$ cat src/rtl/mult_pkg.sv
// Shared encodings between mult_control and mult_datapath: partial-product and shift selects.
// Pure declarations; no timing or flow control of its own.
package mult_pkg;

    // input_sel: which operand halves feed the nibble multiplier
    typedef enum logic [1:0] {
        SEL_LL = 2'd0,
        SEL_LH = 2'd1,
        SEL_HL = 2'd2,
        SEL_HH = 2'd3
    } mult_in_sel_e;

    // shift_sel: placement of the partial product within the accumulator
    typedef enum logic [1:0] {
        SHIFT_0    = 2'd0,
        SHIFT_NIB  = 2'd1,
        SHIFT_FULL = 2'd2,
        SHIFT_ZERO = 2'd3
    } mult_shift_sel_e;

    localparam int MULT_DATA_W_DEF = 8;

    // Low or high half of an operand; hi=1 selects the upper NIB bits.
    function automatic logic [MULT_DATA_W_DEF/2-1:0] mult_half(
        input logic [MULT_DATA_W_DEF-1:0] v,
        input logic                       hi
    );
        return hi ? v[MULT_DATA_W_DEF-1:MULT_DATA_W_DEF/2] : v[MULT_DATA_W_DEF/2-1:0];
    endfunction

endpackage

$ cat src/rtl/mult_datapath_if.sv
// Command/result bundle between the multiply controller (master) and the datapath (slave).
// Level signals sampled every clock; no handshake, the controller owns sequencing.
interface mult_datapath_if #(
    parameter int DATA_W = 8
);
    logic [DATA_W-1:0]   dataa;
    logic [DATA_W-1:0]   datab;
    logic [1:0]          input_sel;
    logic [1:0]          shift_sel;
    logic                clk_ena;
    logic                sclr_n;
    logic                done;
    logic [1:0]          count;
    logic [2*DATA_W-1:0] product;
    logic                result_valid;

    modport master (
        output dataa, datab, input_sel, shift_sel, clk_ena, sclr_n, done,
        input  count, product, result_valid
    );

    modport slave (
        input  dataa, datab, input_sel, shift_sel, clk_ena, sclr_n, done,
        output count, product, result_valid
    );
endinterface

$ cat src/rtl/mult_nibble_mul.sv
// Unsigned NIB x NIB combinational multiplier giving a 2*NIB bit product.
// Zero latency, no flow control.
module mult_nibble_mul #(
    parameter int NIB = 4
) (
    input  logic [NIB-1:0]   i_a,
    input  logic [NIB-1:0]   i_b,
    output logic [2*NIB-1:0] o_p
);
    logic [2*NIB-1:0] w_a_ext;
    logic [2*NIB-1:0] w_b_ext;

    assign w_a_ext = {{NIB{1'b0}}, i_a};
    assign w_b_ext = {{NIB{1'b0}}, i_b};
    assign o_p     = w_a_ext * w_b_ext;
endmodule

$ cat src/rtl/mult_datapath.sv
// Shift-and-add datapath for the sequential multiplier; 1-cycle registered update, no backpressure.
// MULT_DP_OPLATCH_EN: capture operands during the clear cycle so they may change afterwards.
module mult_datapath
    import mult_pkg::*;
#(
    parameter int DATA_W = 8
) (
    input  logic            clk,
    input  logic            reset_a,
    mult_datapath_if.slave  bus
);
    localparam int NIB  = DATA_W / 2;
    localparam int PW   = 2 * DATA_W;

    logic [DATA_W-1:0] w_opa;
    logic [DATA_W-1:0] w_opb;
    logic [NIB-1:0]    w_a_half;
    logic [NIB-1:0]    w_b_half;
    logic [DATA_W-1:0] w_pp;
    logic [PW-1:0]     w_pp_ext;
    logic [PW-1:0]     w_term;
    logic [PW-1:0]     w_sum;

    logic [PW-1:0]     r_product;
    logic [1:0]        r_count;
    logic              r_result_valid;

`ifdef MULT_DP_OPLATCH_EN
    logic [DATA_W-1:0] r_opa;
    logic [DATA_W-1:0] r_opb;

    always_ff @(posedge clk or negedge reset_a) begin
        if (!reset_a) begin
            r_opa <= '0;
            r_opb <= '0;
        end else if (!bus.sclr_n) begin
            r_opa <= bus.dataa;
            r_opb <= bus.datab;
        end
    end

    assign w_opa = r_opa;
    assign w_opb = r_opb;
`else
    assign w_opa = bus.dataa;
    assign w_opb = bus.datab;
`endif

    always_comb begin
        w_a_half = w_opa[NIB-1:0];
        w_b_half = w_opb[NIB-1:0];
        case (bus.input_sel)
            SEL_LL: begin
                w_a_half = w_opa[NIB-1:0];
                w_b_half = w_opb[NIB-1:0];
            end
            SEL_LH: begin
                w_a_half = w_opa[NIB-1:0];
                w_b_half = w_opb[DATA_W-1:NIB];
            end
            SEL_HL: begin
                w_a_half = w_opa[DATA_W-1:NIB];
                w_b_half = w_opb[NIB-1:0];
            end
            default: begin
                w_a_half = w_opa[DATA_W-1:NIB];
                w_b_half = w_opb[DATA_W-1:NIB];
            end
        endcase
    end

    mult_nibble_mul #(
        .NIB (NIB)
    ) u_nibble_mul (
        .i_a (w_a_half),
        .i_b (w_b_half),
        .o_p (w_pp)
    );

    assign w_pp_ext = {{DATA_W{1'b0}}, w_pp};

    always_comb begin
        w_term = '0;
        case (bus.shift_sel)
            SHIFT_0:    w_term = w_pp_ext;
            SHIFT_NIB:  w_term = w_pp_ext << NIB;
            SHIFT_FULL: w_term = w_pp_ext << DATA_W;
            default:    w_term = '0;
        endcase
    end

    // Carry out of the top bit is dropped: accumulation is modulo 2^PW.
    assign w_sum = r_product + w_term;

    always_ff @(posedge clk or negedge reset_a) begin
        if (!reset_a) begin
            r_product      <= '0;
            r_count        <= '0;
            r_result_valid <= 1'b0;
        end else if (!bus.sclr_n) begin
            r_product      <= '0;
            r_count        <= '0;
            r_result_valid <= 1'b0;
        end else begin
            if (bus.clk_ena) begin
                r_product <= w_sum;
                r_count   <= r_count + 2'd1;
            end
            if (bus.done) begin
                r_result_valid <= 1'b1;
            end
        end
    end

    assign bus.product      = r_product;
    assign bus.count        = r_count;
    assign bus.result_valid = r_result_valid;
endmodule
$ cat src/flat_wrapper.sv
// flat-port wrapper written by rule: the top's interface ports become plain ports
module mult_datapath_flat import mult_pkg::*;
#(
    parameter int DATA_W = 8
)
  (clk, reset_a, bus_dataa, bus_datab, bus_input_sel, bus_shift_sel, bus_clk_ena, bus_sclr_n, bus_done, bus_count, bus_product, bus_result_valid);
  mult_datapath_if #(.DATA_W(DATA_W)) bus_i ();
  input  logic clk;
  input  logic reset_a;
  input wire logic [$bits(bus_i.dataa)-1:0] bus_dataa;
  input wire logic [$bits(bus_i.datab)-1:0] bus_datab;
  input wire logic [$bits(bus_i.input_sel)-1:0] bus_input_sel;
  input wire logic [$bits(bus_i.shift_sel)-1:0] bus_shift_sel;
  input wire logic [$bits(bus_i.clk_ena)-1:0] bus_clk_ena;
  input wire logic [$bits(bus_i.sclr_n)-1:0] bus_sclr_n;
  input wire logic [$bits(bus_i.done)-1:0] bus_done;
  output wire logic [$bits(bus_i.count)-1:0] bus_count;
  output wire logic [$bits(bus_i.product)-1:0] bus_product;
  output wire logic [$bits(bus_i.result_valid)-1:0] bus_result_valid;
  assign bus_i.dataa = bus_dataa;
  assign bus_i.datab = bus_datab;
  assign bus_i.input_sel = bus_input_sel;
  assign bus_i.shift_sel = bus_shift_sel;
  assign bus_i.clk_ena = bus_clk_ena;
  assign bus_i.sclr_n = bus_sclr_n;
  assign bus_i.done = bus_done;
  assign bus_count = bus_i.count;
  assign bus_product = bus_i.product;
  assign bus_result_valid = bus_i.result_valid;
  mult_datapath #(.DATA_W(DATA_W)) u_core (.clk(clk), .reset_a(reset_a), .bus(bus_i));
endmodule
$ cat config.mk
export PLATFORM = sky130hd
export DESIGN_NAME = mult_datapath_flat
export DESIGN_NICKNAME = d
export VERILOG_FILES = /design/src/rtl/mult_pkg.sv /design/src/rtl/mult_datapath_if.sv /design/src/rtl/mult_nibble_mul.sv /design/src/rtl/mult_datapath.sv /design/src/flat_wrapper.sv
export SDC_FILE = /design/constraint.sdc
export NUM_CORES = 1
export LEC_CHECK = 0
export BUFFER_PORTS_ARGS = -buffer_cell sky130_fd_sc_hd__buf_4
export CAP_MARGIN = 5
export CORE_ASPECT_RATIO = 1.1
export CORE_MARGIN = 2
export CORE_UTILIZATION = 45
export CTS_CLUSTER_DIAMETER = 100
export CTS_CLUSTER_SIZE = 8
export DETAILED_ROUTE_END_ITERATION = 12
export GPL_TIMING_DRIVEN = 0
export PLACE_DENSITY_LB_ADDON = 0.1
export RECOVER_POWER = 25
export SYNTH_ARGS = -nofsm -noshare
export SYNTH_HDL_FRONTEND = slang
export SYNTH_SLANG_ARGS = --single-unit
$ cat constraint.sdc
create_clock -name clk -period 4.8 [get_ports clk]
set_input_delay 0.24 -clock clk [delete_from_list [all_inputs] [get_ports clk]]
set_output_delay 0.24 -clock clk [all_outputs]
set_load 0.01 [all_outputs]
==> results.json, run 1 <==
{
  "status": "finished clean",
  "synth_area_leaders": "dfrtp_1 (21%), ha_1 (15%), mux2i_1 (7.9%), fa_1 (4.4%), nor2_1 (4.3%)",
  "yosysTopAreaCell": "dfrtp_1",
  "grt_max_degree": 20,
  "synth_area_per_cell_sq_um": 8.71,
  "area_delta_synth_final_pct": 25.3,
  "finalSetupViolCount": 0,
  "pwr_density_cell_nw_per_um2": 236,
  "num_vias": 2135,
  "slew-limit-headroom": 0.311,
  "period_share": 0.964,
  "total_power_mw": 0.671,
  "fin_skew_ns": 0.0139,
  "n_antenna_cell": 0,
  "drt-wirelength-per-cell_um": 15.0,
  "antenna_left": 0,
  "cpPeakStageDelay_ns": 0.57,
  "clock-sinks": 19,
  "initial_utilization": 0.461,
  "wl_met3_um": 192,
  "row_count": 27,
  "synth.cell_area_sq_um": 2270,
  "die_area_sq_um": 5630,
  "synth_edf_count": 0,
  "drc": 0,
  "worstSkewPairLatency_ns": 0.27,
  "grtUsageTotal": 0.207,
  "cts.path.max_buffers": 2,
  "final_common_cell": "buf_4",
  "max_freq_mhz": 216,
  "cp_max_fo": 4,
  "placed_area_sq_um": 2650,
  "setup_slack_ns": 0.172,
  "viasPerCell": 5.80,
  "path_cells": "buf_4 -> mux2i_4 -> or2_4 -> fa_1 -> inv_1 -> fa_2 -> ha_4 -> a211oi_2 -> o21bai_1 -> a21oi_1 -> xor2_1 -> mux2_4 -> nor2_1 -> ha_1 -> buf_4 -> nand2_1 -> nor2_1 -> and3_4 -> o32a_1 -> mux2i_2 -> mux2i_1",
  "die_w_um": 71.8,
  "syn_nets": 318,
  "slew_viol_final": 0,
  "tightest_slew_ns": 1.03,
  "grt_first_pass_wirelength_mm": 9.45,
  "slowest_stage": "fa_2",
  "pre_cts_ws_ns": -0.490,
  "cap_viol_max_count": 0,
  "hold_slack_ns": 0.191,
  "nFillCells": 453,
  "routed.top_layer": "met4",
  "endpoint_kind": "flip-flop",
  "ir_drop_uv": 152,
  "synth_cells": 261,
  "io_pins": 44,
  "grt-ovfl-total": 0,
  "die_h_um": 78.5,
  "ys_ff_latch": 19,
  "core_region_area_sq_um": 4930,
  "p_leak_nw": 1.40,
  "first_iter_violations": 139,
  "post-route-util": 0.577,
  "mostFrequentLayoutCells": "buf_4 (44), nor2_1 (25), ha_1 (25)",
  "gp_congestion": 0.834,
  "startpoint_type": "input pin",
  "cts_tree": "built",
  "dr.pass1.iters": 4,
  "routed_wl_mm": 5.50,
  "ys_warn_count": 0,
  "hold_class": "in -> reg",
  "ys_types": 53,
  "synth_top_area_share": 0.209,
  "drive_above_1_share": 0.252,
  "stdcell_area_sq_um": 2850,
  "path_class": "in -> reg",
  "nets": 368,
  "route.met2.wl_mm": 2.60,
  "clk_pin_slew_worst_paths_ns": 0.09,
  "port_buffers": 40,
  "ys.flop_type": "dfrtp_1",
  "path_buf_inv": 3,
  "grt_pass1_vias": 2034,
  "wl_met1_mm": 2.64,
  "fin_crit_ns": 4.63,
  "h-tree-depth": 1,
  "finalHoldViolCount": 0,
  "cp.arrival_ns": 4.82,
  "async_reset_ff_frac": 1.00,
  "ys_seq_area_frac": 0.209,
  "critPathRequiredTime_ns": 5.00,
  "cts_root_buffer": "clkbuf_8",
  "cts_buffers": 3,
  "dpl.hpwl_mm": 4.23,
  "antenna_found_initial": 0,
  "cpLargestDelayFamily": "adder cells"
}
cells in the mapped netlist (all sizes together) (4+ instances only):
cell type  number
nor2           26
o211ai          5
a21o            8
and2            5
clkbuf          7
xor2            4
buf             4
mux2i          18
nand2          12
ha             27
dfrtp          19
nand3           7
nor2b          11
or2             4
nand2b          4
o21ai          10
inv             9
nor3b           7
a211oi          5
fa              5
a21oi          16
nor3            4
xnor2           5
sequential cells by signal, summed over array words and instances (netlist names):
| register | flops |
|---|---|
| u_core.bus.product | 16 |
| u_core.bus.count | 2 |
| u_core.bus.result_valid | 1 |
per-stage QoR:
stage | cells | TNS, ns
after floorplan | 261 | 0
after global placement | 359 | -1.70
after detailed placement | 359 | -1.91
after CTS | 365 | 0
after global routing | 368 | -0.00266
final | 368 | 0
cell type report:
| cell class | instances | area (sq um) | share of cell area |
|---|---|---|---|
| clock buffer | 3 | 41.3 | 0.0145 |
| tap | 58 | 72.6 | 0.0255 |
| buffer | 11 | 60.1 | 0.0211 |
| inverter | 9 | 33.8 | 0.0119 |
| clock inverter | 1 | 5.00 | 0.00176 |
| sequential | 19 | 475 | 0.167 |
| multi-input combinational | 222 | 1820 | 0.640 |
| timing repair buffer | 45 | 337 | 0.118 |
repair_timing:
item / in CTS / in global routing
setup endpoints to repair: 4 / 6
hold buffers: 1 / 0
pin swaps: 3 / 16
hold endpoints to repair: 19 / 0
buffers inserted: 1 / 3
gates resized for setup: 8 / 22
worst paths after layout:
path	start	to	slack [ns]	cells past startpoint
max	bus_input_sel[0]	u_core.bus.product[15]	0.17	21
max in group asynchronous	reset_a	u_core.bus.product[0]	3.50	2
min	bus_done	u_core.bus.result_valid	0.19	2
min in group asynchronous	reset_a	u_core.bus.product[13]	0.66	2
max reg2reg	u_core.bus.product[0]	u_core.bus.product[10]	2.33	8
min reg2reg	u_core.bus.result_valid	u_core.bus.result_valid	0.49	1
metal layers:
layer  track usage  vias to the layer above
met5             0                        -
met2         0.350                       45
met1         0.280                     1018
li1              -                     1063
met3        0.0244                        9
met4        0.0509                        0
power by group:
part | switching (mW) | total [mW] | internal (mW)
Combinational | 0.188 | 0.361 | 0.173
Clock | 0.0626 | 0.121 | 0.0580
Sequential | 0.0142 | 0.189 | 0.175
Total | 0.265 | 0.671 | 0.406
logic make-up (layout without fill, tap and decap cells):
group	count (synthesis)	after routing	synth area share
XOR/XNOR	9	9	0.0347
multiplexers	20	20	0.0892
flip-flops	19	19	0.209
adder cells (fa/ha/maj)	32	32	0.193
AND/OR/NAND/NOR	94	94	0.230
buffers and inverters	20	69	0.0380
AO/OA/AOI/OAI	67	67	0.207
(Power assumes the default switching activity.)
==> inputs of run 2 (changes only) <==
- ABC_AREA: default -> 1
- MAX_ROUTING_LAYER: default -> met4
- clock period: 4.8 -> 5.4 ns (I/O delays scaled with it)
==> results.json, run 2 <==
{
  "num_vias": 2145,
  "mostFrequentLayoutCells": "nand2_1 (88), inv_1 (43), nor2_1 (43), buf_4 (43), ha_1 (27)",
  "synth_commonest_cells": "nand2_1 (88), inv_1 (43), nor2_1 (43)",
  "gp_congestion": 0.857,
  "ys.flop_type": "dfrtp_1",
  "routed_wl_mm": 5.23,
  "pwr_density_cell_nw_per_um2": 183,
  "tightest_slew_ns": 1.08,
  "path_class": "in -> reg",
  "synth_area_per_cell_sq_um": 6.75,
  "stdcell_area_sq_um": 2620,
  "die_h_um": 76.9,
  "rsz0062_at_grt": "no",
  "postCtsHoldBufs": 1,
  "slew-limit-headroom": 0.282,
  "nets": 428,
  "cts-resized-gates": 0,
  "ys_types": 32,
  "clock-sinks": 19,
  "worstSkewPairLatency_ns": 0.26,
  "async_reset_ff_frac": 1.00,
  "period_share": 0.773,
  "first_iter_violations": 73,
  "ys_seq_area_frac": 0.219,
  "grt_first_pass_wirelength_mm": 9.24,
  "clk_pin_slew_worst_paths_ns": 0.08,
  "final_common_cell": "nand2_1",
  "grt_max_degree": 20,
  "ir_drop_uv": 139,
  "n_antenna_cell": 0,
  "cpMostUsedCell": "nor2_1",
  "cts_buffers": 3,
  "cp_max_fo": 7,
  "dpl.hpwl_mm": 4.29,
  "synth_top_area_share": 0.219,
  "cts_root_buffer": "clkbuf_8",
  "hold_slack_ns": 0.231,
  "drt-wirelength-per-cell_um": 12.3,
  "antenna_left": 0,
  "setup_tns_ns": 0,
  "status": "finished clean",
  "finalHoldViolCount": 0,
  "drc": 0,
  "synth.cell_area_sq_um": 2170,
  "io_pins": 44,
  "ys_warn_count": 0,
  "area_delta_synth_final_pct": 20.5,
  "synth.most_common_cell": "nand2_1",
  "cts.path.max_buffers": 2,
  "port_buffers": 43,
  "synth_cells": 322,
  "post_cts_buffers": 0,
  "die_area_sq_um": 5400,
  "ys_ff_latch": 19,
  "largest_reg_flops": 16,
  "slew_viol_final": 0,
  "critPathRequiredTime_ns": 5.55,
  "fin_skew_ns": 0.00367,
  "initial_utilization": 0.467,
  "cap_viol_max_count": 0,
  "cpPeakStageDelay_ns": 0.56,
  "synth_area_leaders": "dfrtp_1 (22%), ha_1 (16%), nand2_1 (15%), inv_1 (7.4%), nor2_1 (7.4%)",
  "viasPerCell": 5.04,
  "hold_class": "in -> reg",
  "multi_input_area_sq_um": 1520,
  "grt-busiest-layer": "met2",
  "nFillCells": 482,
  "use_met1": 0.270,
  "antenna_found_initial": 0,
  "p_leak_nw": 1.49,
  "cp.arrival_ns": 4.32,
  "grtUsageTotal": 0.213,
  "cts_tree": "built",
  "path_cells": "buf_4 -> o21ai_0 -> nand2_1 -> fa_1 -> inv_1 -> fa_1 -> inv_1 -> fa_1 -> o21ai_0 -> xnor2_1 -> o22ai_1 -> ha_1 -> a21oi_1 -> nor2_1 -> nor2_1 -> nor2_1 -> nor2_1 -> nand3_1 -> nand2_1 -> o21ai_1",
  "endpoint_kind": "flip-flop",
  "finalSetupViolCount": 0,
  "syn_nets": 379,
  "yosysTopAreaCell": "dfrtp_1",
  "startpoint_type": "input pin",
  "synth_edf_count": 0,
  "grtUsageMet3": 0.0184,
  "grt-ovfl-total": 0,
  "h-tree-depth": 1,
  "drive_above_1_share": 0.170,
  "regArea_sq_um": 475,
  "placed_area_sq_um": 2560,
  "max_freq_mhz": 240,
  "slowest_stage": "fa_1",
  "die_w_um": 70.2,
  "met2_usage": 0.363,
  "grt_pass1_vias": 2090,
  "core_region_area_sq_um": 4650,
  "total_power_mw": 0.478,
  "row_count": 26,
  "fin_crit_ns": 4.17,
  "dr.pass1.iters": 4
}
-- run 2: changes by cell type in the layout (fill, tap and decap cells not counted), moves of 7 or more --
cell	change
nand2_1	+76
inv_1	+34
nor2_1	+18
mux2i_1	-11
nor2b_1	-11
o21ai_0	+11
nor3b_1	-7
-- run 2: through the flow --
step,utilization,std cells,setup WS (ns)
after CTS,0.563,426,1.23
after global routing,0.563,426,0.794
after detailed placement,0.551,421,0.955
after floorplan,-,322,1.53
after global placement,0.551,421,0.972
final,0.563,426,1.23
-- run 2: area by class of cell --
cell class | count | area share
Tap cell | 56 | 0.0268
Inverter | 45 | 0.0645
Sequential cell | 19 | 0.182
Clock buffer | 3 | 0.0158
Timing Repair Buffer | 44 | 0.126
Multi-Input combinational cell | 256 | 0.579
Clock inverter | 1 | 0.00191
Buffer | 2 | 0.00478
-- run 2: logic make-up (layout without fill, tap and decap cells) --
logic type | after synthesis | in the layout | synth area share
flops | 19 | 19 | 0.219
fa+ha+maj | 32 | 32 | 0.202
buf+inv | 47 | 95 | 0.0835
compound gates | 59 | 59 | 0.163
simple gates | 159 | 159 | 0.308
mux | 1 | 1 | 0.00461
xor+xnor | 5 | 5 | 0.0202
-- run 2: critical path: cells and delay by family --
family	cells	cell delay [ns]
AND/OR/NAND/NOR	7	0.66
buffers and inverters	3	0.26
AO/OA/AOI/OAI	5	0.98
adder cells (fa/ha/maj)	4	1.92
XOR/XNOR	1	0.22
-- run 2: routing by layer --
metal	share of wire	vias to the layer above
met5	0	-
li1	-	1146
met3	0.033	4
met4	0.0076	0
met1	0.46	956
met2	0.49	39
-- run 2: worst paths after layout --
check / start / end / slack (ns) / cells past startpoint
max: bus_input_sel[1] / u_core.bus.product[13] / 1.23 / 20
min: bus_done / u_core.bus.result_valid / 0.23 / 3
max reg2reg: u_core.bus.product[0] / u_core.bus.product[12] / 3.49 / 10
min reg2reg: u_core.bus.result_valid / u_core.bus.result_valid / 0.50 / 2
max in group asynchronous: reset_a / u_core.bus.product[8] / 4.01 / 2
min in group asynchronous: reset_a / u_core.bus.count[1] / 0.74 / 2
-- run 2: report_power, final --
group          internal, mW  switching (mW)  total, mW
clock network        0.0514          0.0529      0.104
registers             0.153         0.00996      0.163
logic                0.0853           0.126      0.211
total                 0.290           0.189      0.478
